<file path="src/rtl/axis_pad_arbiter_pkg.sv">
// Shared definitions for the AXI4-Stream pad arbiter: FSM encoding and the
// round-robin winner search used by the arbitration cycle.
package axis_pad_pkg;

  typedef enum logic {
    IDLE = 1'b0,
    PASS = 1'b1
  } state_t;

  // Largest supported source count; the search vector is sized for it.
  localparam int RR_MAX = 16;

  typedef struct packed {
    logic       vld;
    logic [3:0] idx;
  } rr_pick_t;

  // First requesting index at or after 'start', wrapping modulo n.
  function automatic rr_pick_t rr_pick(input logic [RR_MAX-1:0] req,
                                       input logic [3:0]        start,
                                       input int                n);
    rr_pick_t res;
    int       idx;
    res = '0;
    for (int k = 0; k < RR_MAX; k++) begin
      if (k < n && !res.vld) begin
        idx = (int'(start) + k) % n;
        if (req[idx]) begin
          res.vld = 1'b1;
          res.idx = 4'(idx);
        end
      end
    end
    return res;
  endfunction

endpackage

</file>
<file path="src/rtl/axis_pad_arbiter_if.sv">
// Bundle of the upstream (s_axis, packed per source) and downstream (m_axis)
// stream signals. The slave modport is the arbiter's view, the master modport
// is the view of the environment that feeds and drains it.
// Optional: AXIS_PAD_ARB_ID_EN adds m_axis_tid.
interface axis_pad_arbiter_if #(
  parameter int S_COUNT    = 4,
  parameter int DATA_WIDTH = 8,
  parameter int KEEP_WIDTH = DATA_WIDTH / 8,
  parameter int USER_WIDTH = 1
`ifdef AXIS_PAD_ARB_ID_EN
  , parameter int ID_WIDTH = $clog2(S_COUNT)
`endif
);
  logic [S_COUNT*DATA_WIDTH-1:0] s_axis_tdata;
  logic [S_COUNT*KEEP_WIDTH-1:0] s_axis_tkeep;
  logic [S_COUNT-1:0]            s_axis_tvalid;
  logic [S_COUNT-1:0]            s_axis_tready;
  logic [S_COUNT-1:0]            s_axis_tlast;
  logic [S_COUNT*USER_WIDTH-1:0] s_axis_tuser;
  logic [DATA_WIDTH-1:0]         m_axis_tdata;
  logic [KEEP_WIDTH-1:0]         m_axis_tkeep;
  logic                          m_axis_tvalid;
  logic                          m_axis_tready;
  logic                          m_axis_tlast;
  logic [USER_WIDTH-1:0]         m_axis_tuser;
`ifdef AXIS_PAD_ARB_ID_EN
  logic [ID_WIDTH-1:0]           m_axis_tid;

  modport slave (
    input  s_axis_tdata, s_axis_tkeep, s_axis_tvalid, s_axis_tlast, s_axis_tuser,
    output s_axis_tready,
    output m_axis_tdata, m_axis_tkeep, m_axis_tvalid, m_axis_tlast, m_axis_tuser, m_axis_tid,
    input  m_axis_tready
  );
  modport master (
    output s_axis_tdata, s_axis_tkeep, s_axis_tvalid, s_axis_tlast, s_axis_tuser,
    input  s_axis_tready,
    input  m_axis_tdata, m_axis_tkeep, m_axis_tvalid, m_axis_tlast, m_axis_tuser, m_axis_tid,
    output m_axis_tready
  );
`else
  modport slave (
    input  s_axis_tdata, s_axis_tkeep, s_axis_tvalid, s_axis_tlast, s_axis_tuser,
    output s_axis_tready,
    output m_axis_tdata, m_axis_tkeep, m_axis_tvalid, m_axis_tlast, m_axis_tuser,
    input  m_axis_tready
  );
  modport master (
    output s_axis_tdata, s_axis_tkeep, s_axis_tvalid, s_axis_tlast, s_axis_tuser,
    input  s_axis_tready,
    input  m_axis_tdata, m_axis_tkeep, m_axis_tvalid, m_axis_tlast, m_axis_tuser,
    output m_axis_tready
  );
`endif
endinterface

</file>
<file path="src/rtl/axis_pad_arb_skid.sv">
// Two-entry skid register: output register plus one temp register. The
// input-side ready is registered (high while temp is empty), so a stall costs
// one extra beat landing in temp before ready drops.
module axis_pad_arb_skid #(
  parameter int WIDTH = 8
) (
  input  logic             clk,
  input  logic             rst_n,
  input  logic [WIDTH-1:0] i_data,
  input  logic             i_valid,
  output logic             o_ready,
  output logic [WIDTH-1:0] o_data,
  output logic             o_valid,
  input  logic             i_ready
);
  logic             r_ready;
  logic             r_out_valid;
  logic             r_tmp_valid;
  logic [WIDTH-1:0] r_out_data;
  logic [WIDTH-1:0] r_tmp_data;
  logic             w_accept;
  logic             w_out_load;
  logic             w_tmp_valid_next;

  assign w_accept   = i_valid && r_ready;
  assign w_out_load = !r_out_valid || i_ready;

  // Temp fills only when a beat arrives while the output register is stuck.
  always_comb begin
    w_tmp_valid_next = r_tmp_valid;
    if (w_out_load)
      w_tmp_valid_next = 1'b0;
    else if (w_accept)
      w_tmp_valid_next = 1'b1;
  end

  // Output/temp registers; temp drains into output before new input is taken.
  always_ff @(posedge clk or negedge rst_n) begin
    if (!rst_n) begin
      r_ready     <= 1'b0;
      r_out_valid <= 1'b0;
      r_tmp_valid <= 1'b0;
      r_out_data  <= '0;
      r_tmp_data  <= '0;
    end else begin
      r_ready     <= !w_tmp_valid_next;
      r_tmp_valid <= w_tmp_valid_next;
      if (w_out_load) begin
        if (r_tmp_valid) begin
          r_out_data  <= r_tmp_data;
          r_out_valid <= 1'b1;
        end else begin
          r_out_valid <= w_accept;
          if (w_accept)
            r_out_data <= i_data;
        end
      end else if (w_accept) begin
        r_tmp_data <= i_data;
      end
    end
  end

  assign o_ready = r_ready;
  assign o_valid = r_out_valid;
  assign o_data  = r_out_data;

endmodule

</file>
<file path="src/rtl/axis_pad_arbiter.sv">
// Packet-atomic round-robin arbiter sharing one AXI4-Stream pad stage between
// S_COUNT sources, with a registered two-entry skid stage on the output.
// Optional: AXIS_PAD_ARB_ID_EN carries the granted index out on m_axis_tid.
module axis_pad_arbiter
  import axis_pad_pkg::*;
#(
  parameter int S_COUNT    = 4,
  parameter int DATA_WIDTH = 8,
  parameter int KEEP_WIDTH = DATA_WIDTH / 8,
  parameter int USER_WIDTH = 1
`ifdef AXIS_PAD_ARB_ID_EN
  , parameter int ID_WIDTH = $clog2(S_COUNT)
`endif
) (
  input  logic               clk,
  input  logic               rst_n,
  axis_pad_arbiter_if.slave  bus,
  output logic [S_COUNT-1:0] grant,
  output logic               busy
);
  localparam int IDX_W = $clog2(S_COUNT);
`ifdef AXIS_PAD_ARB_ID_EN
  localparam int PW = ID_WIDTH + USER_WIDTH + 1 + KEEP_WIDTH + DATA_WIDTH;
`else
  localparam int PW = USER_WIDTH + 1 + KEEP_WIDTH + DATA_WIDTH;
`endif

  state_t             r_state;
  state_t             w_state_next;
  logic [S_COUNT-1:0] r_grant;
  logic [IDX_W-1:0]   r_grant_idx;
  logic [IDX_W-1:0]   r_last_idx;
  logic [RR_MAX-1:0]  w_req;
  logic [3:0]         w_start;
  rr_pick_t           w_pick;
  logic               w_src_valid;
  logic               w_src_last;
  logic               w_in_valid;
  logic               w_accept;
  logic               w_skid_ready;
  logic [PW-1:0]      w_in_payload;
  logic [PW-1:0]      w_out_payload;

  // Round-robin search starts one past the previous winner.
  always_comb begin
    w_req                = '0;
    w_req[S_COUNT-1:0]   = bus.s_axis_tvalid;
    w_start              = '0;
    if (r_last_idx != IDX_W'(S_COUNT - 1))
      w_start[IDX_W-1:0] = r_last_idx + 1'b1;
    w_pick = rr_pick(w_req, w_start, S_COUNT);
  end

  assign w_src_valid = bus.s_axis_tvalid[r_grant_idx];
  assign w_src_last  = bus.s_axis_tlast[r_grant_idx];
  assign w_in_valid  = (r_state == PASS) && w_src_valid;
  assign w_accept    = w_in_valid && w_skid_ready;

  // Only the granted source sees ready; everyone else is held off.
  always_comb begin
    bus.s_axis_tready = '0;
    if (r_state == PASS && w_skid_ready)
      bus.s_axis_tready[r_grant_idx] = 1'b1;
  end

  // FSM state register.
  always_ff @(posedge clk or negedge rst_n) begin
    if (!rst_n)
      r_state <= IDLE;
    else
      r_state <= w_state_next;
  end

  // Next state: arbitrate in IDLE, leave PASS on the accepted tlast beat.
  always_comb begin
    w_state_next = r_state;
    case (r_state)
      IDLE:    if (w_pick.vld) w_state_next = PASS;
      PASS:    if (w_accept && w_src_last) w_state_next = IDLE;
      default: w_state_next = IDLE;
    endcase
  end

  // Grant bookkeeping: latch the winner, remember it as last at frame end.
  always_ff @(posedge clk or negedge rst_n) begin
    if (!rst_n) begin
      r_grant     <= '0;
      r_grant_idx <= '0;
      r_last_idx  <= IDX_W'(S_COUNT - 1);
    end else if (r_state == IDLE) begin
      if (w_pick.vld) begin
        r_grant_idx <= w_pick.idx[IDX_W-1:0];
        r_grant     <= S_COUNT'(1) << w_pick.idx;
      end
    end else if (w_accept && w_src_last) begin
      r_last_idx <= r_grant_idx;
      r_grant    <= '0;
    end
  end

`ifdef AXIS_PAD_ARB_ID_EN
  assign w_in_payload = {ID_WIDTH'(r_grant_idx),
                         bus.s_axis_tuser[r_grant_idx*USER_WIDTH +: USER_WIDTH],
                         w_src_last,
                         bus.s_axis_tkeep[r_grant_idx*KEEP_WIDTH +: KEEP_WIDTH],
                         bus.s_axis_tdata[r_grant_idx*DATA_WIDTH +: DATA_WIDTH]};
  assign {bus.m_axis_tid, bus.m_axis_tuser, bus.m_axis_tlast,
          bus.m_axis_tkeep, bus.m_axis_tdata} = w_out_payload;
`else
  assign w_in_payload = {bus.s_axis_tuser[r_grant_idx*USER_WIDTH +: USER_WIDTH],
                         w_src_last,
                         bus.s_axis_tkeep[r_grant_idx*KEEP_WIDTH +: KEEP_WIDTH],
                         bus.s_axis_tdata[r_grant_idx*DATA_WIDTH +: DATA_WIDTH]};
  assign {bus.m_axis_tuser, bus.m_axis_tlast,
          bus.m_axis_tkeep, bus.m_axis_tdata} = w_out_payload;
`endif

  axis_pad_arb_skid #(
    .WIDTH (PW)
  ) u_skid (
    .clk     (clk),
    .rst_n   (rst_n),
    .i_data  (w_in_payload),
    .i_valid (w_in_valid),
    .o_ready (w_skid_ready),
    .o_data  (w_out_payload),
    .o_valid (bus.m_axis_tvalid),
    .i_ready (bus.m_axis_tready)
  );

  assign grant = r_grant;
  assign busy  = (r_state == PASS);

endmodule
</file>
<file path="src/flat_wrapper.sv">
// flat-port wrapper written by rule: the top's interface ports become plain ports
module axis_pad_arbiter_flat import axis_pad_pkg::*;
#(
  parameter int S_COUNT    = 4,
  parameter int DATA_WIDTH = 8,
  parameter int KEEP_WIDTH = DATA_WIDTH / 8,
  parameter int USER_WIDTH = 1

)
  (clk, rst_n, grant, busy, bus_s_axis_tdata, bus_s_axis_tkeep, bus_s_axis_tvalid, bus_s_axis_tlast, bus_s_axis_tuser, bus_s_axis_tready, bus_m_axis_tdata, bus_m_axis_tkeep, bus_m_axis_tvalid, bus_m_axis_tlast, bus_m_axis_tuser, bus_m_axis_tready);
  axis_pad_arbiter_if #(.S_COUNT(S_COUNT), .DATA_WIDTH(DATA_WIDTH), .KEEP_WIDTH(KEEP_WIDTH), .USER_WIDTH(USER_WIDTH)) bus_i ();
  input  logic clk;
  input  logic rst_n;
  output logic [S_COUNT-1:0] grant;
  output logic busy;
  input wire logic [$bits(bus_i.s_axis_tdata)-1:0] bus_s_axis_tdata;
  input wire logic [$bits(bus_i.s_axis_tkeep)-1:0] bus_s_axis_tkeep;
  input wire logic [$bits(bus_i.s_axis_tvalid)-1:0] bus_s_axis_tvalid;
  input wire logic [$bits(bus_i.s_axis_tlast)-1:0] bus_s_axis_tlast;
  input wire logic [$bits(bus_i.s_axis_tuser)-1:0] bus_s_axis_tuser;
  output wire logic [$bits(bus_i.s_axis_tready)-1:0] bus_s_axis_tready;
  output wire logic [$bits(bus_i.m_axis_tdata)-1:0] bus_m_axis_tdata;
  output wire logic [$bits(bus_i.m_axis_tkeep)-1:0] bus_m_axis_tkeep;
  output wire logic [$bits(bus_i.m_axis_tvalid)-1:0] bus_m_axis_tvalid;
  output wire logic [$bits(bus_i.m_axis_tlast)-1:0] bus_m_axis_tlast;
  output wire logic [$bits(bus_i.m_axis_tuser)-1:0] bus_m_axis_tuser;
  input wire logic [$bits(bus_i.m_axis_tready)-1:0] bus_m_axis_tready;
  assign bus_i.s_axis_tdata = bus_s_axis_tdata;
  assign bus_i.s_axis_tkeep = bus_s_axis_tkeep;
  assign bus_i.s_axis_tvalid = bus_s_axis_tvalid;
  assign bus_i.s_axis_tlast = bus_s_axis_tlast;
  assign bus_i.s_axis_tuser = bus_s_axis_tuser;
  assign bus_s_axis_tready = bus_i.s_axis_tready;
  assign bus_m_axis_tdata = bus_i.m_axis_tdata;
  assign bus_m_axis_tkeep = bus_i.m_axis_tkeep;
  assign bus_m_axis_tvalid = bus_i.m_axis_tvalid;
  assign bus_m_axis_tlast = bus_i.m_axis_tlast;
  assign bus_m_axis_tuser = bus_i.m_axis_tuser;
  assign bus_i.m_axis_tready = bus_m_axis_tready;
  axis_pad_arbiter #(.S_COUNT(S_COUNT), .DATA_WIDTH(DATA_WIDTH), .KEEP_WIDTH(KEEP_WIDTH), .USER_WIDTH(USER_WIDTH)) u_core (.clk(clk), .rst_n(rst_n), .bus(bus_i), .grant(grant), .busy(busy));
endmodule
</file>
<file path="config.mk">
export PLATFORM = sky130hd
export DESIGN_NAME = axis_pad_arbiter_flat
export DESIGN_NICKNAME = d
export VERILOG_FILES = /design/src/rtl/axis_pad_arbiter_pkg.sv /design/src/rtl/axis_pad_arbiter_if.sv /design/src/rtl/axis_pad_arb_skid.sv /design/src/rtl/axis_pad_arbiter.sv /design/src/flat_wrapper.sv
export SDC_FILE = /design/constraint.sdc
export NUM_CORES = 1
export LEC_CHECK = 0
export BUFFER_PORTS_ARGS = -buffer_cell sky130_fd_sc_hd__buf_2
export CAP_MARGIN = 20
export CORE_ASPECT_RATIO = 1.75
export CORE_MARGIN = 3
export CORE_UTILIZATION = 52
export DETAILED_ROUTE_END_ITERATION = 16
export PLACE_DENSITY = 0.89
export SLEW_MARGIN = 0
export SYNTH_ARGS = -nofsm -noshare
export SYNTH_HDL_FRONTEND = slang
export SYNTH_SLANG_ARGS = --single-unit
</file>
<file path="constraint.sdc">
create_clock -name clk -period 5.2 [get_ports clk]
set_input_delay 0.78 -clock clk [delete_from_list [all_inputs] [get_ports clk]]
set_output_delay 0.78 -clock clk [all_outputs]
set_load 0.01 [all_outputs]
</file>
== After elaboration in Yosys (flattened, before gate mapping) ==
Index checks and enable logic that the tools add are counted.

* Bits in registers: 34
* Word-level logic and storage cells: 85
* Input port bits: 51

* Order comparisons: 6
* Bitwise operators: 5
* Reduce and logical (&&, ||, !) cells: 18
* $add $sub $neg: 4
* Equality and inequality tests: 2
* Multiplexer cells: 37
* Shift-type cells: 4

{| class="wikitable"
|+ Operators by type and width
! kind !! number
|-
| 2-to-1 mux 5 bit || 7
|-
| indexed part select 32 x 6 -> 8 bit || 1
|-
| 2-to-1 mux 11 bit || 2
|-
| < comparator 3 x 6 -> 1 bit, second input constant || 3
|-
| 2-to-1 mux 4 bit || 4
|-
| 2-to-1 mux 1 bit || 15
|-
| AND reduction 2 bit || 5
|-
| binary-select mux 1 bit (select 3 bit) || 3
|-
| indexed part select 4 x 3 -> 1 bit || 2
|-
| binary-select mux 1 bit (select 2 bit) || 3
|-
| OR reduction 2 bit || 3
|-
| logical AND 1 bit || 5
|-
| < comparator 2 x 5 -> 1 bit, second input constant || 1
|-
| adder 2 x 1 -> 2 bit, second input constant || 2
|-
| adder 2 bit, second input constant || 2
|-
| != test 2 bit, second input constant || 2
|-
| nonzero test 2 bit || 2
|-
| << shifter 1 x 4 -> 4 bit, first input constant || 1
|-
| bitwise AND 1 bit, first input constant || 3
|-
| < comparator 2 x 3 -> 1 bit, second input constant || 1
|-
| demux 1 bit (select 2 bit) || 1
|-
| >= comparator 2 x 1 -> 1 bit, second input constant || 1
|-
| zero test 1 bit || 2
|-
| 2-to-1 mux 2 bit || 1
|-
| 3 further kinds || 4
|}

== Depth between registers and ports, before layout ==
* Depth after elaboration: 17
* Gate-level depth with buffers: 6

== Modules after synthesis ==
A second synthesis with hierarchy kept.

* Cell total of the unflattened synthesis: 134
* Area, all modules: 2011.9 µm²

{| class="wikitable"
|+ Modules (own cells, without submodules)
! module !! instances !! sequential area each (µm²) !! cells each !! area each (µm²)
|-
| axis_pad_arb_skid || 1 || 625.6 || 69 || 1203.7
|-
| axis_pad_arbiter || 1 || 227.7 || 65 || 808.3
|}

== Worst setup path before layout ==
Ideal clock, no wire load.

* Path kind: in2reg
* From: in bus_s_axis_tvalid[3]
* To: reg u_core.u_skid.r_out_data[0], in the netlist u_core.u_skid.o_data[0]
* Data arrival time: 1.954 ns
* Setup time: 0.125 ns
* Required time: 5.075 ns
* Setup slack: 3.121 ns
* Stages: 5
* Buffers on the path: 1
* Cells stage by stage: mux4_2 > a21oi_2 > nor2_2 > buf_6 > mux2_4

* Longest elaborated chain between the ends: 6

{| class="wikitable"
|+ Ends and longest elaborated chain
! item !! line !! RTL
|-
| from (decl) || flat_wrapper.sv:18 || <nowiki>input wire logic [$bits(bus_i.s_axis_tvalid)-1:0] bus_s_axis_tvalid;</nowiki>
|-
| binary-select mux 1 bit (select 2 bit) || axis_pad_arbiter.sv:54 || <nowiki>assign w_src_valid = bus.s_axis_tvalid[r_grant_idx];</nowiki>
|-
| 2-to-1 mux 1 bit (not written as such) || axis_pad_arbiter.sv:54 ||
|-
| logical AND 1 bit || axis_pad_arbiter.sv:56 || <nowiki>assign w_in_valid = (r_state == PASS) && w_src_valid;</nowiki>
|-
| logical AND 1 bit || axis_pad_arb_skid.sv:25 || <nowiki>assign w_accept = i_valid && r_ready;</nowiki>
|-
| nonzero test 2 bit (no line) || - ||
|-
| AND reduction 2 bit (no line) || - ||
|-
| to (signal assigned) || axis_pad_arb_skid.sv:50 || <nowiki>r_out_data <= r_tmp_data;</nowiki>
|-
| to (signal assigned) || axis_pad_arb_skid.sv:55 || <nowiki>r_out_data <= i_data;</nowiki>
|-
| to (decl) || axis_pad_arb_skid.sv:19 || <nowiki>logic [WIDTH-1:0] r_out_data;</nowiki>
|}

No other way between the ends. The select of a mux whose other input is x is not followed.
A chain may end at the register's enable or synchronous reset.

== Worst setup path after layout ==
* From: reg u_core.r_grant_idx[0]
* To: reg u_core.u_skid.r_out_data[5], in the netlist u_core.u_skid.o_data[5]

* Longest elaborated chain between the ends: 6
* Elaborated cells on any way between the ends: 9
* Those cells by class: shift (1); mux (4); reduce/logical (4)

{| class="wikitable"
|+ Ends and longest elaborated chain
! item !! line !! RTL
|-
| from (decl) || axis_pad_arbiter.sv:31 || <nowiki>logic [IDX_W-1:0] r_grant_idx;</nowiki>
|-
| from (signal assigned) || axis_pad_arbiter.sv:92 || <nowiki>r_grant_idx <= w_pick.idx[IDX_W-1:0];</nowiki>
|-
| parallel branches: the longest is 6 deep, another holds indexed part select 32 x 6 -> 8 bit || - ||
|}

Several ways; the timed one is not identified. The select of a mux whose other input is x is not followed.

==> flow_summary.json <==
{
  "slew_violations": 0,
  "post_cts_buffers": 0,
  "cpMaxStageDelayCell": "dfrtp_1",
  "cap_violations": 0,
  "port_buffers": 71,
  "max_freq_ghz": 0.3815,
  "power.share.sequential_pct": 36.7,
  "die_w_um": 51.54,
  "dpl_worst_slack_ps": 2542,
  "start_kind": "flip-flop",
  "design.portCount": 72,
  "wl_per_cell_um": 17.33,
  "final_design_area_no_fill_um2": 2346,
  "cts_tree": "done",
  "nets": 257,
  "drt_iter0_drc": 31,
  "initial_utilization_pct": 54.96,
  "die_area_um2": 4416,
  "slew_headroom_pct": 39.77,
  "hold_class": "flip-flop to flip-flop",
  "cts_inserted_buffers": 5,
  "synth-edff-count": 0,
  "async_reset_ff_share_pct": 100.0,
  "grt.total_usage_pct": 21.91,
  "clock_path_buffers": 2,
  "period_share_pct": 50.41,
  "fp-row-count": 28,
  "grt_pass1_wl_mm": 7.182,
  "antenna_found_initial": 0,
  "ys_types": 35,
  "fin_tns_setup_ps": 0,
  "yosys_warnings": 0,
  "irDropWorstVdd_uv": 443.2,
  "wl_mm": 4.351,
  "finalClockSkew_ps": 7.643,
  "die_h_um": 85.69,
  "path_cells": "mux4_2, a21oi_2, nor2_2, mux2_2",
  "cts_max_level": 2,
  "hold_viol": 0,
  "grt_pass1_vias": 1530,
  "synth_cells": 135,
  "mostFrequentLayoutCells": "buf_2, dfrtp_1, mux2_2",
  "synth_top_family_by_area": "multiplexers",
  "netlist_area_um2": 1887,
  "synthTopCellsByArea": "dfrtp_1, mux2_2, mux4_2",
  "drc": 0,
  "ys_ff_latch": 34,
  "mostFrequentLayoutCell": "buf_2",
  "grt_setup_unrepaired": "false",
  "placed_area_um2": 2251,
  "synth_compound_area_share_pct": 6.565,
  "setup_slack_ps": 2579,
  "cp.arrival_ps": 2800,
  "synth-xor-area-share_pct": 0,
  "cts_hold_buf": 0,
  "status": "finished, final reports clean",
  "leakage_nw": 1.118,
  "p_clk_share_pct": 14.1,
  "dp_cells": 243,
  "yosys.area.top_type": "dfrtp_1",
  "critical_path_class": "flip-flop to flip-flop",
  "clock_sinks": 34,
  "synthFlopType": "dfrtp_1",
  "routed_via_density": 5.602,
  "first_pass_iters": 4,
  "place.detailed.hpwl_mm": 3.307,
  "setup_violations": 0,
  "antenna_cells": 0,
  "final_cells": 251,
  "synth_top_area_share_pct": 42.44,
  "cpPeakStageDelay_ps": 940,
  "synth-simple-area-share_pct": 7.029,
  "place.gp.congestion": 0.7924,
  "ant_nets": 0,
  "power_switching_w": 0.0005174,
  "worstMarginPinSlew_ps": 903.5,
  "clock_latency_ps": 290,
  "num_vias": 1406,
  "clock-root-buffer": "clkbuf_8",
  "syn-num-nets": 187,
  "clkTransAtPathRegs_ps": 70,
  "ys_seq_area_share_pct": 45.23,
  "area_growth_pct": 24.34,
  "power_frac_comb_pct": 49.2,
  "drive_gt1_share_pct": 63.59,
  "finish.utilization_pct": 68.33,
  "ctsResizeCount": 0,
  "sw_frac_of_total_pct": 35.68,
  "core_area_um2": 3433,
  "synthMuxAreaShare_pct": 37.40,
  "p_int_w": 0.0009327,
  "min_period_ps": 2621,
  "overflow": 0,
  "synth.avg_cell_area_um2": 13.98,
  "cp.required_ps": 5380,
  "synthAdderAreaFrac_pct": 0.6631,
  "crit_fanout": 18,
  "p_per_area_nw_per_um2": 618.1,
  "grt_max_degree": 35,
  "end_kind": "flip-flop"
}
==> Yosys cell counts, types with 2 or more instances <==
master and number:
dfrtp_1 32, mux2_2 25, mux4_2 11, mux2_4 10, nand3_1 6, nand2_1 4
o31ai_1 4, a21oi_1 3, clkbuf_1 3, inv_1 3, nand2b_1 3, o21ai_0 3
buf_2 2, buf_6 2, dfstp_2 2, nor3b_1 2, or2_2 2
==> metrics by stage <==
stage / total power (W) / hold WS, ps
2_1_floorplan: 0.001070 / 473.6
3_3_place_gp: 0.001218 / 482.2
3_5_place_dp: 0.001252 / 488.6
4_1_cts: 0.001463 / 506.5
5_1_grt: 0.001554 / 517.5
6_report: 0.001450 / 502.4
==> worst paths after layout <==
path | startpoint | slack (ps) | to | depth (start not counted)
hold / removal | u_core.grant[0]$_DFFE_PN0P_ | 500 | u_core.grant[0]$_DFFE_PN0P_ | 2
setup reg to reg | u_core.r_grant_idx[0]$_DFFE_PN0P_ | 2580 | u_core.u_skid.o_data[5]$_DFFE_PN0P_ | 4
max in group asynchronous | rst_n | 4160 | u_core.u_skid.r_tmp_data[3]$_DFFE_PN0P_ | 1
min in group asynchronous | rst_n | 550 | u_core.u_skid.o_data[7]$_DFFE_PN0P_ | 1
hold reg to reg | u_core.grant[0]$_DFFE_PN0P_ | 500 | u_core.grant[0]$_DFFE_PN0P_ | 2
setup / recovery | u_core.r_grant_idx[0]$_DFFE_PN0P_ | 2580 | u_core.u_skid.o_data[5]$_DFFE_PN0P_ | 4
==> registers in the layout, indices dropped and copies added, names as in the netlist <==
name	flops
u_core.r_grant_idx	2
u_core.u_skid.r_tmp_data	11
u_core.u_skid.r_tmp_valid	1
u_core.u_skid.o_data	11
u_core.busy	1
u_core.grant	4
u_core.r_last_idx	2
u_core.u_skid.o_ready	1
u_core.u_skid.o_valid	1
==> worst max-delay path: cells and delay by family (launching register included) <==
family | cells | cell delay [ps]
AND/OR/NAND/NOR | 1 | 670
multiplexers | 2 | 830
flip-flops | 1 | 940
AO/OA/AOI/OAI | 1 | 80
==> routing by layer <==
metal | up-vias | global-route usage (%) | share of wire [%]
li1 | 653 | - | -
met5 | - | 0 | 0
met1 | 699 | 25.15 | 37
met4 | 0 | 8.115 | 1.1
met3 | 4 | 6.435 | 6.2
met2 | 50 | 37.70 | 55
==> area by class of cell <==
| type | instances | area [um2] |
|---|---|---|
| sequential | 34 | 853.3 |
| tap | 45 | 56.30 |
| clock buffer | 6 | 82.58 |
| inverter | 3 | 11.26 |
| timing repair buffer | 71 | 355.3 |
| clock inverter | 2 | 12.51 |
| fill | 278 | 1087 |
| multi-input combinational | 90 | 974.7 |
==> power groups by stage <==
| stage | Combinational (W) | Sequential (W) | Clock, W |
|---|---|---|---|
| floorplan | 0.000582 | 0.000488 | 0 |
| global placement | 0.000692 | 0.000526 | 0 |
| detailed placement | 0.000718 | 0.000534 | 0 |
| CTS | 0.000721 | 0.000532 | 0.000210 |
| global route | 0.000777 | 0.000552 | 0.000225 |
| finish | 0.000714 | 0.000533 | 0.000204 |
==> kinds of logic after synthesis <==
logic type,after synthesis
simple gates,24
buf+inv,11
fa+ha+maj,1
compound gates,18
flops,34
mux,47
No activity file was read; power rests on OpenSTA's default activity.
